==> config.mk <==
export PLATFORM = sky130hd
export DESIGN_NAME = fetch_stage
export DESIGN_NICKNAME = d
export VERILOG_FILES = /design/src/rtl/fetch_stage_pkg.sv /design/src/rtl/fetch_queue.sv /design/src/rtl/fetch_stage.sv
export SDC_FILE = /design/constraint.sdc
export NUM_CORES = 1
export LEC_CHECK = 0
export BUFFER_PORTS_ARGS = -buffer_cell sky130_fd_sc_hd__buf_2
export CORE_MARGIN = 3
export CORE_UTILIZATION = 55
export CTS_BUF_LIST = sky130_fd_sc_hd__clkbuf_8
export DETAILED_ROUTE_END_ITERATION = 7
export PLACE_DENSITY = 0.77
export REMOVE_ABC_BUFFERS = 1
export SYNTH_ARGS = -nofsm -noshare
export SYNTH_HDL_FRONTEND = slang
export SYNTH_SLANG_ARGS = --single-unit
==> constraint.sdc <==
create_clock -name clock -period 7.15 [get_ports clock]
set_input_delay 0.715 -clock clock [delete_from_list [all_inputs] [get_ports clock]]
set_output_delay 0.715 -clock clock [all_outputs]
set_load 0.005 [all_outputs]
==> src/rtl/fetch_stage_pkg.sv <==
// Shared constants and types for the instruction fetch stage.
//   nop_instr       : canonical RV32 nop (addi x0, x0, 0)
//   fetch_state_e   : request FSM encoding
//   fetch_out_type  : bundle presented to decode
//   fetch_reg_type  : architectural state of the fetch stage
package fetch_stage_pkg;

  localparam logic [31:0] nop_instr = 32'h00000013;

  typedef enum logic [1:0] {
    StIdle,
    StWait,
    StDrop
  } fetch_state_e;

  typedef struct packed {
    logic [31:0] pc;
    logic [31:0] npc;
    logic [31:0] instr;
    logic        valid;
  } fetch_out_type;

  typedef struct packed {
    logic [31:0]  pc;
    logic [31:0]  faddr;
    logic         skip_low;
    fetch_state_e state;
    logic         imem_valid;
    logic [31:0]  imem_addr;
  } fetch_reg_type;

endpackage

==> src/rtl/fetch_queue.sv <==
// Halfword FIFO between instruction memory and decode presentation.
//   clock, reset     : clock, asynchronous active-high reset
//   flush            : empty the queue (overrides push and pop)
//   push_n           : 0/1/2 halfwords written; push_lo lands first
//   push_lo, push_hi : halfwords to write
//   pop_n            : 0/1/2 halfwords removed from the head
//   count            : current occupancy
//   head0, head1     : oldest and second-oldest entries
module fetch_queue #(
  parameter int unsigned DEPTH = 8
) (
  input  logic                   clock,
  input  logic                   reset,
  input  logic                   flush,
  input  logic [1:0]             push_n,
  input  logic [15:0]            push_lo,
  input  logic [15:0]            push_hi,
  input  logic [1:0]             pop_n,
  output logic [$clog2(DEPTH):0] count,
  output logic [15:0]            head0,
  output logic [15:0]            head1
);

  localparam int unsigned AW = $clog2(DEPTH);
  localparam int unsigned CW = AW + 1;

  logic [15:0]   mem_q [DEPTH];
  logic [AW-1:0] rd_q, wr_q, rd_nxt, wr_nxt;
  logic [CW-1:0] count_q;

  // Power-of-two depth: pointer arithmetic wraps naturally.
  assign rd_nxt = rd_q + 1'b1;
  assign wr_nxt = wr_q + 1'b1;

  always_ff @(posedge clock or posedge reset) begin
    if (reset) begin
      rd_q    <= '0;
      wr_q    <= '0;
      count_q <= '0;
    end else if (flush) begin
      rd_q    <= '0;
      wr_q    <= '0;
      count_q <= '0;
    end else begin
      rd_q    <= rd_q + AW'(pop_n);
      wr_q    <= wr_q + AW'(push_n);
      count_q <= count_q + CW'(push_n) - CW'(pop_n);
    end
  end

  always_ff @(posedge clock) begin
    if (!flush && push_n != 2'd0) mem_q[wr_q] <= push_lo;
    if (!flush && push_n == 2'd2) mem_q[wr_nxt] <= push_hi;
  end

  assign count = count_q;
  assign head0 = mem_q[rd_q];
  assign head1 = mem_q[rd_nxt];

endmodule

==> src/rtl/fetch_stage.sv <==
// Instruction fetch stage: issues word requests to instruction memory, realigns
// returned words into RVC/RV32 instructions via a halfword queue and presents
// one instruction per cycle to decode.
//   clock, reset             : clock, asynchronous active-high reset
//   imem_valid, imem_addr    : one-cycle request strobe and word address
//   imem_ready, imem_rdata   : response strobe and data (one per request)
//   redirect, redirect_pc    : flush and restart at redirect_pc (bit0 ignored)
//   stall                    : decode cannot take the presented instruction
//   f_valid, f_pc, f_instr   : presented instruction and its pc
//   f_npc                    : pc of the sequentially following instruction
module fetch_stage #(
  parameter logic [31:0] RESET_VECTOR = 32'h00000000,
  parameter int unsigned FQ_DEPTH     = 8
) (
  input  logic        clock,
  input  logic        reset,
  output logic        imem_valid,
  output logic [31:0] imem_addr,
  input  logic        imem_ready,
  input  logic [31:0] imem_rdata,
  input  logic        redirect,
  input  logic [31:0] redirect_pc,
  input  logic        stall,
  output logic        f_valid,
  output logic [31:0] f_pc,
  output logic [31:0] f_instr,
  output logic [31:0] f_npc
);

  import fetch_stage_pkg::*;

  localparam int unsigned CW = $clog2(FQ_DEPTH) + 1;

  fetch_reg_type r_q, r_d;
  fetch_out_type fo;

  logic [CW-1:0] count, free, free_after;
  logic [15:0]   head0, head1, push_lo;
  logic [1:0]    push_n, pop_n;
  logic          head_rvc, consume, accept, issue;

  fetch_queue #(
    .DEPTH(FQ_DEPTH)
  ) u_queue (
    .clock  (clock),
    .reset  (reset),
    .flush  (redirect),
    .push_n (push_n),
    .push_lo(push_lo),
    .push_hi(imem_rdata[31:16]),
    .pop_n  (pop_n),
    .count  (count),
    .head0  (head0),
    .head1  (head1)
  );

  // Presentation and queue handshakes.
  always_comb begin
    head_rvc = head0[1:0] != 2'b11;
    fo.valid = !redirect && (head_rvc ? (count != '0) : (count >= CW'(2)));
    fo.pc    = r_q.pc;
    if (!fo.valid) begin
      fo.instr = nop_instr;
    end else if (head_rvc) begin
      fo.instr = {16'h0000, head0};
    end else begin
      fo.instr = {head1, head0};
    end
    fo.npc     = r_q.pc + ((fo.instr[1:0] != 2'b11) ? 32'd2 : 32'd4);
    consume    = fo.valid && !stall;
    pop_n      = consume ? (head_rvc ? 2'd1 : 2'd2) : 2'd0;
    accept     = (r_q.state == StWait) && imem_ready && !redirect;
    // An odd restart address drops the low half of the first word.
    push_n     = accept ? (r_q.skip_low ? 2'd1 : 2'd2) : 2'd0;
    push_lo    = r_q.skip_low ? imem_rdata[31:16] : imem_rdata[15:0];
    // Free space ignores this cycle's pops so an issued word always fits.
    free       = CW'(FQ_DEPTH) - count;
    free_after = free - CW'(push_n);
  end

  // Next-state: request FSM, pc advance, redirect override.
  always_comb begin
    r_d            = r_q;
    r_d.imem_valid = 1'b0;
    issue          = 1'b0;
    if (consume) r_d.pc = r_q.pc + (head_rvc ? 32'd2 : 32'd4);
    unique case (r_q.state)
      StIdle: issue = !redirect && (free >= CW'(2));
      StWait: begin
        if (imem_ready) begin
          r_d.skip_low = 1'b0;
          r_d.state    = StIdle;
          issue        = !redirect && (free_after >= CW'(2));
        end else if (redirect) begin
          r_d.state = StDrop;
        end
      end
      StDrop: if (imem_ready) r_d.state = StIdle;
      default: r_d.state = StIdle;
    endcase
    if (issue) begin
      r_d.imem_valid = 1'b1;
      r_d.imem_addr  = r_q.faddr;
      r_d.faddr      = r_q.faddr + 32'd4;
      r_d.state      = StWait;
    end
    if (redirect) begin
      r_d.pc       = {redirect_pc[31:1], 1'b0};
      r_d.faddr    = {redirect_pc[31:2], 2'b00};
      r_d.skip_low = redirect_pc[1];
    end
  end

  always_ff @(posedge clock or posedge reset) begin
    if (reset) begin
      r_q.pc         <= RESET_VECTOR;
      r_q.faddr      <= {RESET_VECTOR[31:2], 2'b00};
      r_q.skip_low   <= RESET_VECTOR[1];
      r_q.state      <= StIdle;
      r_q.imem_valid <= 1'b0;
      r_q.imem_addr  <= 32'h0;
    end else begin
      r_q <= r_d;
    end
  end

  assign imem_valid = r_q.imem_valid;
  assign imem_addr  = r_q.imem_addr;
  assign f_valid    = fo.valid;
  assign f_pc       = fo.pc;
  assign f_instr    = fo.instr;
  assign f_npc      = fo.npc;

endmodule

# --- Word level (Yosys, flattened, before mapping) ---
# Memories as Yosys holds them, arrays and structs flattened.
# Index checks and enable logic that the tools add are counted.
word_totals:
  latch_bits: 0
  input_bits: 69
  elab_cells: 80
  mem_count: 1
  ram_bits: 128
  regBits: 110
  output_inout_bits: 130
  rom_bits: 0
mem_list:
  columns: ["name", "depth", "width", "read_ports", "rd_clocked_by_memory_dff", "write_ports", "line", "source"]
  rows:
  - ["u_queue.mem_q", 8, 16, 2, 0, 2, "fetch_queue.sv:27", "logic [15:0] mem_q [DEPTH];"]
classes:
  bitwise: 0
  shift: 0
  n_div: 0
  n_mul: 0
  add_sub_neg: 11
  magnitude_cmp: 3
  n_eq_ne: 8
  reduce_logical: 19
  mux: 29
op_table:
  columns: ["cell", "count"]
  rows:
  - ["$mux W32", 4]
  - ["$mux W65", 1]
  - ["$add A32 B3 Y32", 2]
  - ["$mux W35", 1]
  - ["$add A32 B3 Y32 const B", 1]
  - ["$mux W16", 1]
  - ["$mux W2", 7]
  - ["$ge A4 B2 Y1 const B", 3]
  - ["$mux W3", 4]
  - ["$reduce_bool A2 Y1", 5]
  - ["$logic_and A1 B1 Y1", 8]
  - ["$mux W1", 8]
  - ["$sub A4 B2 Y4", 2]
  - ["$add A3 B1 Y3 const B", 2]
  - ["$add A3 B2 Y3", 2]
  - ["$ne A2 B2 Y1 const B", 3]
  - ["$pmux W2 S3", 1]
  - ["$add A4 B2 Y4", 1]
  - ["$eq A2 B2 Y1 const B", 2]
  - ["$mux W4", 1]
  - ["$ne A4 B4 Y1 const B", 1]
  - ["$reduce_bool A4 Y1", 1]
  - ["$sub A4 B4 Y4 const A", 1]
  - ["$ne A3 B3 Y1 const B", 1]
  - ["6 further kinds", 7]

# --- Logic depth before layout (Yosys ltp) ---
# Gate-level depths: netlist of the first run.
depth:
  depth_word: 11
  ltp_mapped: 16
  ltp_nobuf: 15

# --- Hierarchy ---
# A second synthesis of the first run with hierarchy kept.
hier_totals:
  hier_cells: 1250
  area_unflattened_um2: 14771.7
modules_own_cells:
  columns: ["module", "cells_each", "seq_area_each_um2", "area_each_um2", "n_inst"]
  rows:
  - ["fetch_queue", 465, 4093.9, 8077.7, 1]
  - ["fetch_stage", 785, 2377.3, 6693.9, 1]

# --- Worst setup path before layout of the first run ---
# Ideal clock, no wire load.
synth_timing:
  kind: "reg-to-output"
  startpoint: "register u_queue.rd_q[0]"
  endpoint: "output f_npc[23]"
  stages_incl_launch_ff: 16
  n_path_buf: 2
  t_arrival_ns: 3.862
  required_time_ns: 6.435
  setup_slack_ns: 2.573
  path_cell_list: "dfrtp_1 > buf_6 > mux4_2 > mux2i_4 > nor2_2 > a31o_2 > nand2b_1 > buf_2 > nor2_1 > ha_1 > inv_1 > fa_1 > nor3_1 > nand2_1 > or3_1 > xnor2_1"
synth_via:
  elab_chain_len: 8
  elab_cells_between_ends: 9
  cone_classes: "add/sub (1); eq/ne (2); mux (4); reduce/logical (1); memory (1)"
synth_lines:
  columns: ["item", "line", "source"]
  rows:
  - ["from (decl)", "fetch_queue.sv:28", "logic [AW-1:0] rd_q, wr_q, rd_nxt, wr_nxt;"]
  - ["from (signal assigned)", "fetch_queue.sv:45", "rd_q <= rd_q + AW'(pop_n);"]
  - ["$mem_v2 Z8 W16 *", null, null]
  - ["$ne A2 B2 Y1", "fetch_stage.sv:59", "head_rvc = head0[1:0] != 2'b11;"]
  - ["$mux W1", "fetch_stage.sv:60", "fo.valid = !redirect && (head_rvc ? (count != '0) : (count >= CW'(2)));"]
  - ["$logic_and A1 B1 Y1", "fetch_stage.sv:60", null]
  - ["$mux W32 *", "fetch_stage.sv:62", "if (!fo.valid) begin"]
  - ["$ne A2 B2 Y1 *", "fetch_stage.sv:69", "fo.npc = r_q.pc + ((fo.instr[1:0] != 2'b11) ? 32'd2 : 32'd4);"]
  - ["$mux W3 *", "fetch_stage.sv:69", null]
  - ["$add A32 B3 Y32 *", "fetch_stage.sv:69", null]
  - ["to (decl)", "fetch_stage.sv:27", "output logic [31:0] f_npc"]
# Every way passes the cells marked *; elsewhere a longest branch is shown, timed or not.

# --- Worst setup path in the final report of the first run ---
# Same ends and word-level chain as after synthesis.

==> metrics.txt, run 1 <==
outcome complete, no violations; IO Count 199; clock period minus worst slack 6.02 ns; multi-input logic area 6900 um^2; Die ar. 28,200 um^2; FFs w/ async S/R, synth 45.1%; number of synthesized flops with an enable pin 128; global route overflow 0; worst-path maximum fanout 28; count leader, synth nor2_1; CTS root buf clkbuf_8; Post-Syn Area per Cell 10.0 um^2; DP Cell Count 1,822; top post-synthesis cells by area edfxtp_1 27%, dfrtp_1 18%, mux4_2 10%; Area growth syn-to-layout 10.9%; DR iter-0 viols 1,646; Max clock buf depth 3; pin count of the biggest net entering global routing 66; Final Hold Fails 0; post-CTS sizing 0; R2R Setup Slk 2.98 ns; Setup TNS Final 0 ns; WP data required 6.43 ns; DR vias 11,900; Final Slew Violations 0; placement row count 58; yosys warns 0; WS Path Type reg -> out; Synth Flop Type edfxtp_1; gp weighted congestion 0.928; Die H 168 um; worst clock skew 0.0468 ns; Yosys top cell area share 26.7%; Max Clk Rate 166 MHz; Reg area 6470 um^2; critical path capture point type primary output; final routed DRC violation total 0; Worst-path clk slew 0.06 ns; clk_lat worst skew 0.57 ns; Die W 168 um; total CTS buffers 40; Routed WL per cell 22.0 um; layout cells sized above 1 24.3%; Layout Nets 1,630; diode count 0; startpoint types flop; global-route wire length before repair 64,300 um; H-tree levels 2; hold slack 0.235 ns; Initial Util 56.6%; crit path DAT 5.30 ns; slew margin rel. 20.6%; post-route ant nets 0; P per Cell Area 312 nW/um^2; MaxCap Viol Count 0; drt total wl 41,700 um; RSZ-0062 raised after global routing false; Post-CTS Setup Repair Bufs 0; CTS tree done; initial antenna violation count 2; count of final setup violators 0; HPWL after detailed placement 27,600 um; flops & latches, synth 233; Hold Path Class in -> async; Via density 6.29; Filler cells 2,038; clock sink total 233; Period Utilization, post-route 84.1%; number of global-route vias before repair 11,500; DR pass1 iterations 6; Synth cell types 69; cell taking the most area after synthesis edfxtp_1; Seq/Total Area, Yosys 44.9%; leakage power 6.46 nW; Layout Cells excl Fill 1,896; area of the core 25,500 um^2; worst vdd ir 0.000293 V; Worst Tran Pin Value 1.19 ns; Syn Std Cell Area 14,400 um^2; Synth top cells by count 187 x nor2_1, 169 x nand2_1, 163 x a21oi_1; CTS Hold Bufs 0; Port Buffers 193; Total GRT Usage 28.8%; Syn Inst Count 1,439
==> registers in the layout (all words and copies together) (netlist names) <==
signal / cells
u_queue.mem_q: 128
r_q: 33
f_pc: 31
imem_addr: 30
u_queue.count: 4
u_queue.rd_q: 3
u_queue.wr_q: 3
imem_valid: 1
==> kinds of logic after synthesis <==
family / after synthesis / share of synthesized area, %
and+or+nand+nor: 499 / 15.4
AOI/OAI and AO/OA: 303 / 12.7
DFF: 233 / 44.9
buffers and inverters: 210 / 7.43
muxes: 102 / 12.9
xor gates and xnor gates: 64 / 3.99
adders and majority gates: 27 / 2.71
other: 1 / 0.0260
==> cell type report <==
type | instances | share of cell area [%]
multi-input cells | 999 | 43.1
flip-flops and latches | 233 | 40.5
repair buffers | 223 | 7.45
clock buffers | 49 | 4.22
well taps | 330 | 2.58
clock inverters | 25 | 1.24
inverters | 37 | 0.884
==> cells in the final DEF (no fill, tap or decap), types with 4 or more instances in the layout <==
cell and count:
mux2_2 5, nand4_1 19, o31ai_1 7, xor2_1 18, a211oi_1 8, buf_2 193
dfrtp_1 104, a221o_1 4, xnor2_1 45, nor4_1 9, or3_1 6, a21o_1 13
nor2b_1 10, nand2_1 169, and3_1 8, nor2_1 187, inv_1 42, clkinv_1 8
buf_4 30, a211oi_2 6, fa_1 7, mux4_2 64, nand2b_1 8, conb_1 4
clkinv_2 4, and4_1 7, nor3_1 16, a31oi_1 5, o31a_1 6, ha_1 19
o21ai_1 23, clkbuf_8 49, o21ai_0 34, mux2i_1 31, o41ai_1 10, nand3_1 38
edfxtp_1 128, a21oi_1 163
==> path summary, 6_finish.rpt <==
kind | from | end | depth (start not counted)
worst max-delay path | u_queue.rd_q[0] | f_npc[23] | 14
worst min-delay path | reset | r_q[47] | 2
worst max register to register | u_queue.rd_q[0] | f_pc[29] | 12
worst min register to register | imem_addr[4] | imem_addr[4] | 2
max in group asynchronous | reset | imem_addr[18] | 3
min in group clock | imem_ready | r_q[34] | 2
==> through the flow <==
step	area (um^2)	setup WS (ns)	util (%)	total power [W]
finish	16000	1.13	62.8	0.00499
global route	16000	0.913	62.8	0.00525
CTS	16000	1.19	62.8	0.00497
detailed placement	15100	1.76	59.4	0.00367
global placement	15100	1.79	59.4	0.00360
floorplan	13500	0.840	-	0.00301
==> worst max-delay path, stage by stage (launching register included) <==
cell      delay, ns
dfrtp_4        0.73
mux4_2         0.61
mux2i_4        0.27
nor2_2         0.14
a31o_2         0.30
nand2b_1       0.18
nor2_1         0.22
ha_1           0.22
inv_1          0.05
fa_1           0.45
nor3_1         0.61
nand2_1        0.27
or3_1          0.38
xnor2_1        0.19
buf_2          0.15
==> power by group <==
part / total, W / internal, W / switching, W / leakage [nW]
clock: 0.00131 / 0.000735 / 0.000577 / 0.472
combinational: 0.00179 / 0.000735 / 0.00105 / 3.56
sequential: 0.00189 / 0.00165 / 0.000234 / 2.43
total: 0.00499 / 0.00312 / 0.00186 / 6.46
==> routing by layer <==
layer,global-route usage (%),vias to the layer above,part of all wire (%),wire [um]
li1,-,5299,-,-
met5,0,-,0.050,21
met1,38.8,5654,37,15600
met3,6.13,118,13,5220
met4,10.1,4,3.1,1280
met2,46.6,842,47,19500
Note: power is estimated with default switching activity, not from simulation.
==> run 2, diff against run 1 <==
Clock period 7.15 ns to 6.16 ns, I/O delays scaled along.
==> run 2 against run 1 <==
Global-route usage increased by 0.44 points. Cell count decreased by 0.16%. Sequential share of layout area increased by 0.34 points. Register-to-register slack got worse by 0.98 ns. Flip-flop and latch count unchanged. Largest cell class unchanged. Critical path depth unchanged. Clock skew decreased by 0.019 ns. Worst setup slack got worse by 0.85 ns.
==> metrics.txt, run 2 (synthesized netlist as in run 1, its figures left out) <==
clk_lat worst skew 0.56 ns; Die ar. 28,200 um^2; DP Cell Count 1,820; DR iter-0 viols 1,567; global-route wire length before repair 64,900 um; hold slack 0.180 ns; count of final setup violators 0; CTS Hold Bufs 0; gp weighted congestion 0.928; HPWL after detailed placement 28,200 um; CTS tree done; Die H 168 um; Hold Path Class in -> async; post-CTS sizing 0; RR Startpoint u_queue.rd_q[0]; critical path capture point type primary output; leakage power 6.40 nW; commonest non-fill, non-tap cell in the layout buf_2; clock sink total 233; CP delay by family, top simple AND/OR/NAND/NOR gates; IO Count 199; Routed WL per cell 22.3 um; CP bufs+invs 2; placement row count 58; Worst-path clk slew 0.06 ns; DP Area 15,100 um^2; area of the core 25,500 um^2; R2R Setup Slk 2.00 ns; diode count 0; startpoint types flop; CTS root buf clkbuf_8; Max Clk Rate 170 MHz; worst vdd ir 0.000276 V; Initial Util 56.6%; number of global-route vias before repair 11,600; most flop-heavy register u_queue.mem_q; drt total wl 42,200 um; max incr delay on CP 0.66 ns; layout cells sized above 1 24.0%; crit path DAT 5.26 ns; Total GRT Usage 29.2%; Post-CTS Setup Repair Bufs 0; Final Hold Fails 0; total CTS buffers 41; final routed DRC violation total 0; slowest CP cell dfrtp_4; outcome complete, no violations; P per Cell Area 352 nW/um^2; DR vias 12,000; Layout Cells excl Fill 1,893; max reg flops 128; Area growth syn-to-layout 10.0%; RR Endpoint f_pc[29]; Final Cell Area 15,900 um^2; critical path, cell by cell mux4_2 > mux2i_4 > nor2_2 > a31o_2 > nand2b_1 > nor2_1 > ha_1 > inv_1 > fa_1 > nor3_1 > nand2_1 > or3_1 > xnor2_1 > buf_2; H-tree levels 2; WP data required 5.54 ns; post-route ant nets 0; initial antenna violation count 2; Worst Tran Pin Value 1.20 ns; Register-to-Register Path Depth 12; global route overflow 0; RSZ-0062 raised after global routing false; Die W 168 um; MaxCap Viol Count 0; commonest non-fill, non-tap cells in the layout 193 x buf_2, 187 x nor2_1, 169 x nand2_1; Port Buffers 193; clock period minus worst slack 5.88 ns; Util after Layout 62.3%; Period Utilization, post-route 95.4%; Max clock buf depth 3; Layout Nets 1,629; worst-path maximum fanout 21; WS Path Type reg -> out; Final Slew Violations 0; slew margin rel. 19.7%; worst clock skew 0.0274 ns; pin count of the biggest net entering global routing 69; Filler cells 2,037; DR pass1 iterations 5; Via density 6.35
## run 2: layer usage
| layer | GRT usage (%) | part of all wire [%] | wire (um) |
|---|---|---|---|
| met5 | 0 | 0.050 | 21 |
| met4 | 11.2 | 3.7 | 1550 |
| met3 | 6.22 | 12 | 5060 |
| met2 | 47.1 | 47 | 19800 |
| met1 | 39.2 | 37 | 15800 |
## run 2: worst max-delay path by stage
stage / startpoint / endpoint / depth (start not counted)
final: u_queue.rd_q[0] / f_npc[23] / 14
after detailed placement: u_queue.rd_q[0] / f_npc[23] / 14
after floorplan: u_queue.rd_q[0] / f_npc[23] / 13
after CTS: u_queue.rd_q[0] / f_npc[23] / 14
after global placement: u_queue.rd_q[0] / f_npc[23] / 14
after global routing: u_queue.rd_q[0] / f_npc[23] / 14
## run 2: per-stage QoR
stage / setup TNS [ns] / setup WS [ns] / total power, W
floorplan: -0.0505 / -0.0505 / 0.00349
global placement: 0 / 1.03 / 0.00418
detailed placement: 0 / 0.905 / 0.00426
CTS: 0 / 0.340 / 0.00557
global route: 0 / 0.0527 / 0.00592
finish: 0 / 0.282 / 0.00559
## run 2: power breakdown
group          internal, W  switching, W  leakage [nW]
clock             0.000671      0.000661         0.420
sequential         0.00192      0.000272          2.43
combinational     0.000855       0.00121          3.55
## run 2: cell type report
| type | count | area (um^2) | share of cell area, % |
|---|---|---|---|
| multi-input combinational | 999 | 6910 | 43.6 |
| tap | 330 | 413 | 2.60 |
| inverter | 37 | 141 | 0.891 |
| sequential | 233 | 6470 | 40.8 |
| clock inverter | 28 | 123 | 0.773 |
| timing repair buffer | 221 | 1180 | 7.41 |
| clock buffer | 45 | 619 | 3.90 |
## run 2: worst reg2reg max path, stage by stage, from the launching register on
cell and delay (ns):
dfrtp_4 0.66, mux4_2 0.62, mux2i_4 0.27, nor2_2 0.15, inv_1 0.10, ha_1 0.18, fa_1 0.22, nand3_1 0.17
nor4_2 0.61, nand2_1 0.23, or3_1 0.42, or4_1 0.40, nand3_1 0.09
==> run 3, diff against run 2 <==
--- a/config.mk
+++ b/config.mk
@@ -11,5 +11,5 @@
 export CTS_BUF_LIST = sky130_fd_sc_hd__clkbuf_8
 export DETAILED_ROUTE_END_ITERATION = 7
-export PLACE_DENSITY = 0.77
+export PLACE_DENSITY_LB_ADDON = 0.05
 export REMOVE_ABC_BUFFERS = 1
 export SYNTH_ARGS = -nofsm -noshare
==> constraint.sdc (replaced) <==
create_clock -name clock -period 6.16 [get_ports clock]
set_input_delay 0.616 -clock clock [delete_from_list [all_inputs] [get_ports clock]]
set_output_delay 0.616 -clock clock [all_outputs]
set_load 0.1 [all_outputs]
==> run 3 against run 2 <==
Sequential share of layout area down 0.77 points. Utilization increased by 1.2 points. Via count is 3.6% lower. Count of clock-buffer cells in the layout up 1. Fmax up 1.6%. Total power increased by 30%. Clock power about the same. Register-to-register slack better by 0.11 ns. First-iteration DRC count decreased by 13%. Design area up 1.9%.
==> metrics.txt, run 3 (synthesized netlist as in run 1, its figures left out) <==
worst clock skew 0.0247 ns; area of the core 25,500 um^2; Final Slew Violations 0; Die W 168 um; DR iter-0 viols 1,357; Initial Util 56.6%; count of final setup violators 0; Worst-path clk slew 0.06 ns; Worst Tran Pin Value 1.13 ns; DP Area 15,400 um^2; number of global-route vias before repair 11,400; Setup TNS Final 0 ns; Routed WL per cell 21.9 um; commonest non-fill, non-tap cells in the layout 187 x nor2_1, 173 x buf_2, 169 x nand2_1; worst vdd ir 0.000408 V; Final Cell Area 16,200 um^2; CTS Hold Bufs 0; slowest CP cell mux4_2; global route overflow 0; Filler cells 2,132; clk_lat worst skew 0.56 ns; H-tree levels 2; RSZ-0062 raised after global routing false; initial antenna violation count 1; most frequent CP cell nor3_1; gp weighted congestion 0.877; WP data required 5.54 ns; Hold Path Class in -> async; placement row count 58; Port Buffers 193; CP startpoint u_queue.rd_q[0]; IO Count 199; Period Utilization, post-route 93.9%; MaxCap Viol Count 0; startpoint types flop; HPWL after detailed placement 27,400 um; Total GRT Usage 29.0%; Max Clk Rate 173 MHz; leakage power 6.54 nW; max incr delay on CP 0.61 ns; DR pass1 iterations 6; R2R Setup Slk 2.11 ns; worst-path maximum fanout 16; commonest non-fill, non-tap cell in the layout nor2_1; post-route ant nets 0; crit path DAT 5.17 ns; DR vias 11,600; Die H 168 um; slew margin rel. 24.7%; outcome complete, no violations; max reg flops 128; layout cells sized above 1 24.0%; Area growth syn-to-layout 12.2%; global-route wire length before repair 64,100 um; P per Cell Area 450 nW/um^2; Layout Nets 1,629; CTS tree done; pin count of the biggest net entering global routing 79; WS Path Type reg -> out; post-CTS sizing 0; clock sink total 233; drt total wl 41,400 um; final routed DRC violation total 0; Post-CTS Setup Repair Bufs 0; RR Startpoint u_queue.rd_q[0]; most flop-heavy register u_queue.mem_q; Via density 6.13; critical path capture point type primary output; Die ar. 28,200 um^2; Max clock buf depth 3; diode count 0; CTS root buf clkbuf_8; Final Hold Fails 0; critical path, cell by cell mux4_2 > mux2i_4 > nor2_2 > a31o_2 > nand2b_1 > nor2_1 > ha_1 > inv_1 > fa_1 > nor3_1 > nand3_1 > nor3_1 > xor2_1 > buf_12; total CTS buffers 41; clock period minus worst slack 5.78 ns
## run 3: area by class of cell
type,instances,area (um^2),share of cell area (%)
well taps,330,413,2.55
flip-flops and latches,233,6480,40.0
inverters,37,141,0.874
multi-input cells,999,6930,42.8
clock buffers,46,633,3.92
repair buffers,221,1480,9.13
clock inverters,24,105,0.650
## run 3: power by group
| group | switching [W] | internal [W] |
|---|---|---|
| logic | 0.00284 | 0.000933 |
| registers | 0.000258 | 0.00192 |
| clock network | 0.000647 | 0.000681 |
## run 3: final timing paths
path	depth (start not counted)	endpoint
worst max-delay path	14	f_npc[29]
worst min-delay path	2	imem_addr[9]
worst max register to register	12	f_pc[29]
worst min register to register	2	imem_addr[6]
max in group asynchronous	3	imem_addr[17]
min in group clock	2	r_q[34]
## run 3: worst max-delay path: cells and delay by family (launching register included)
family,cells,cell delay [ns]
XOR/XNOR,1,0.37
AO/OA/AOI/OAI,1,0.29
multiplexers,2,0.85
flip-flops,1,0.59
adder cells (fa/ha/maj),2,0.67
AND/OR/NAND/NOR,6,1.57
buffers and inverters,2,0.29
## run 3: through the flow
stage	std cells	util, %	power, W	hold WS, ns	setup slack (ns)
3_5_place_dp	1820	60.6	0.00597	0.451	0.823
6_report	1890	63.5	0.00728	0.0420	0.376
2_1_floorplan	1269	-	0.00511	0.470	-1.57
3_3_place_gp	1820	60.6	0.00593	0.446	0.889
4_1_cts	1890	63.5	0.00731	0.0407	0.197
5_1_grt	1890	63.5	0.00762	0.0580	0.0519
## run 3: layer usage
metal | part of all wire [%] | wire, um | up-vias | track usage (%)
li1 | - | - | 5298 | -
met1 | 38 | 15900 | 5584 | 38.3
met2 | 49 | 20300 | 605 | 48.1
met3 | 8.9 | 3700 | 106 | 5.10
met4 | 3.6 | 1510 | 2 | 11.6
met5 | 0.031 | 13 | - | 0
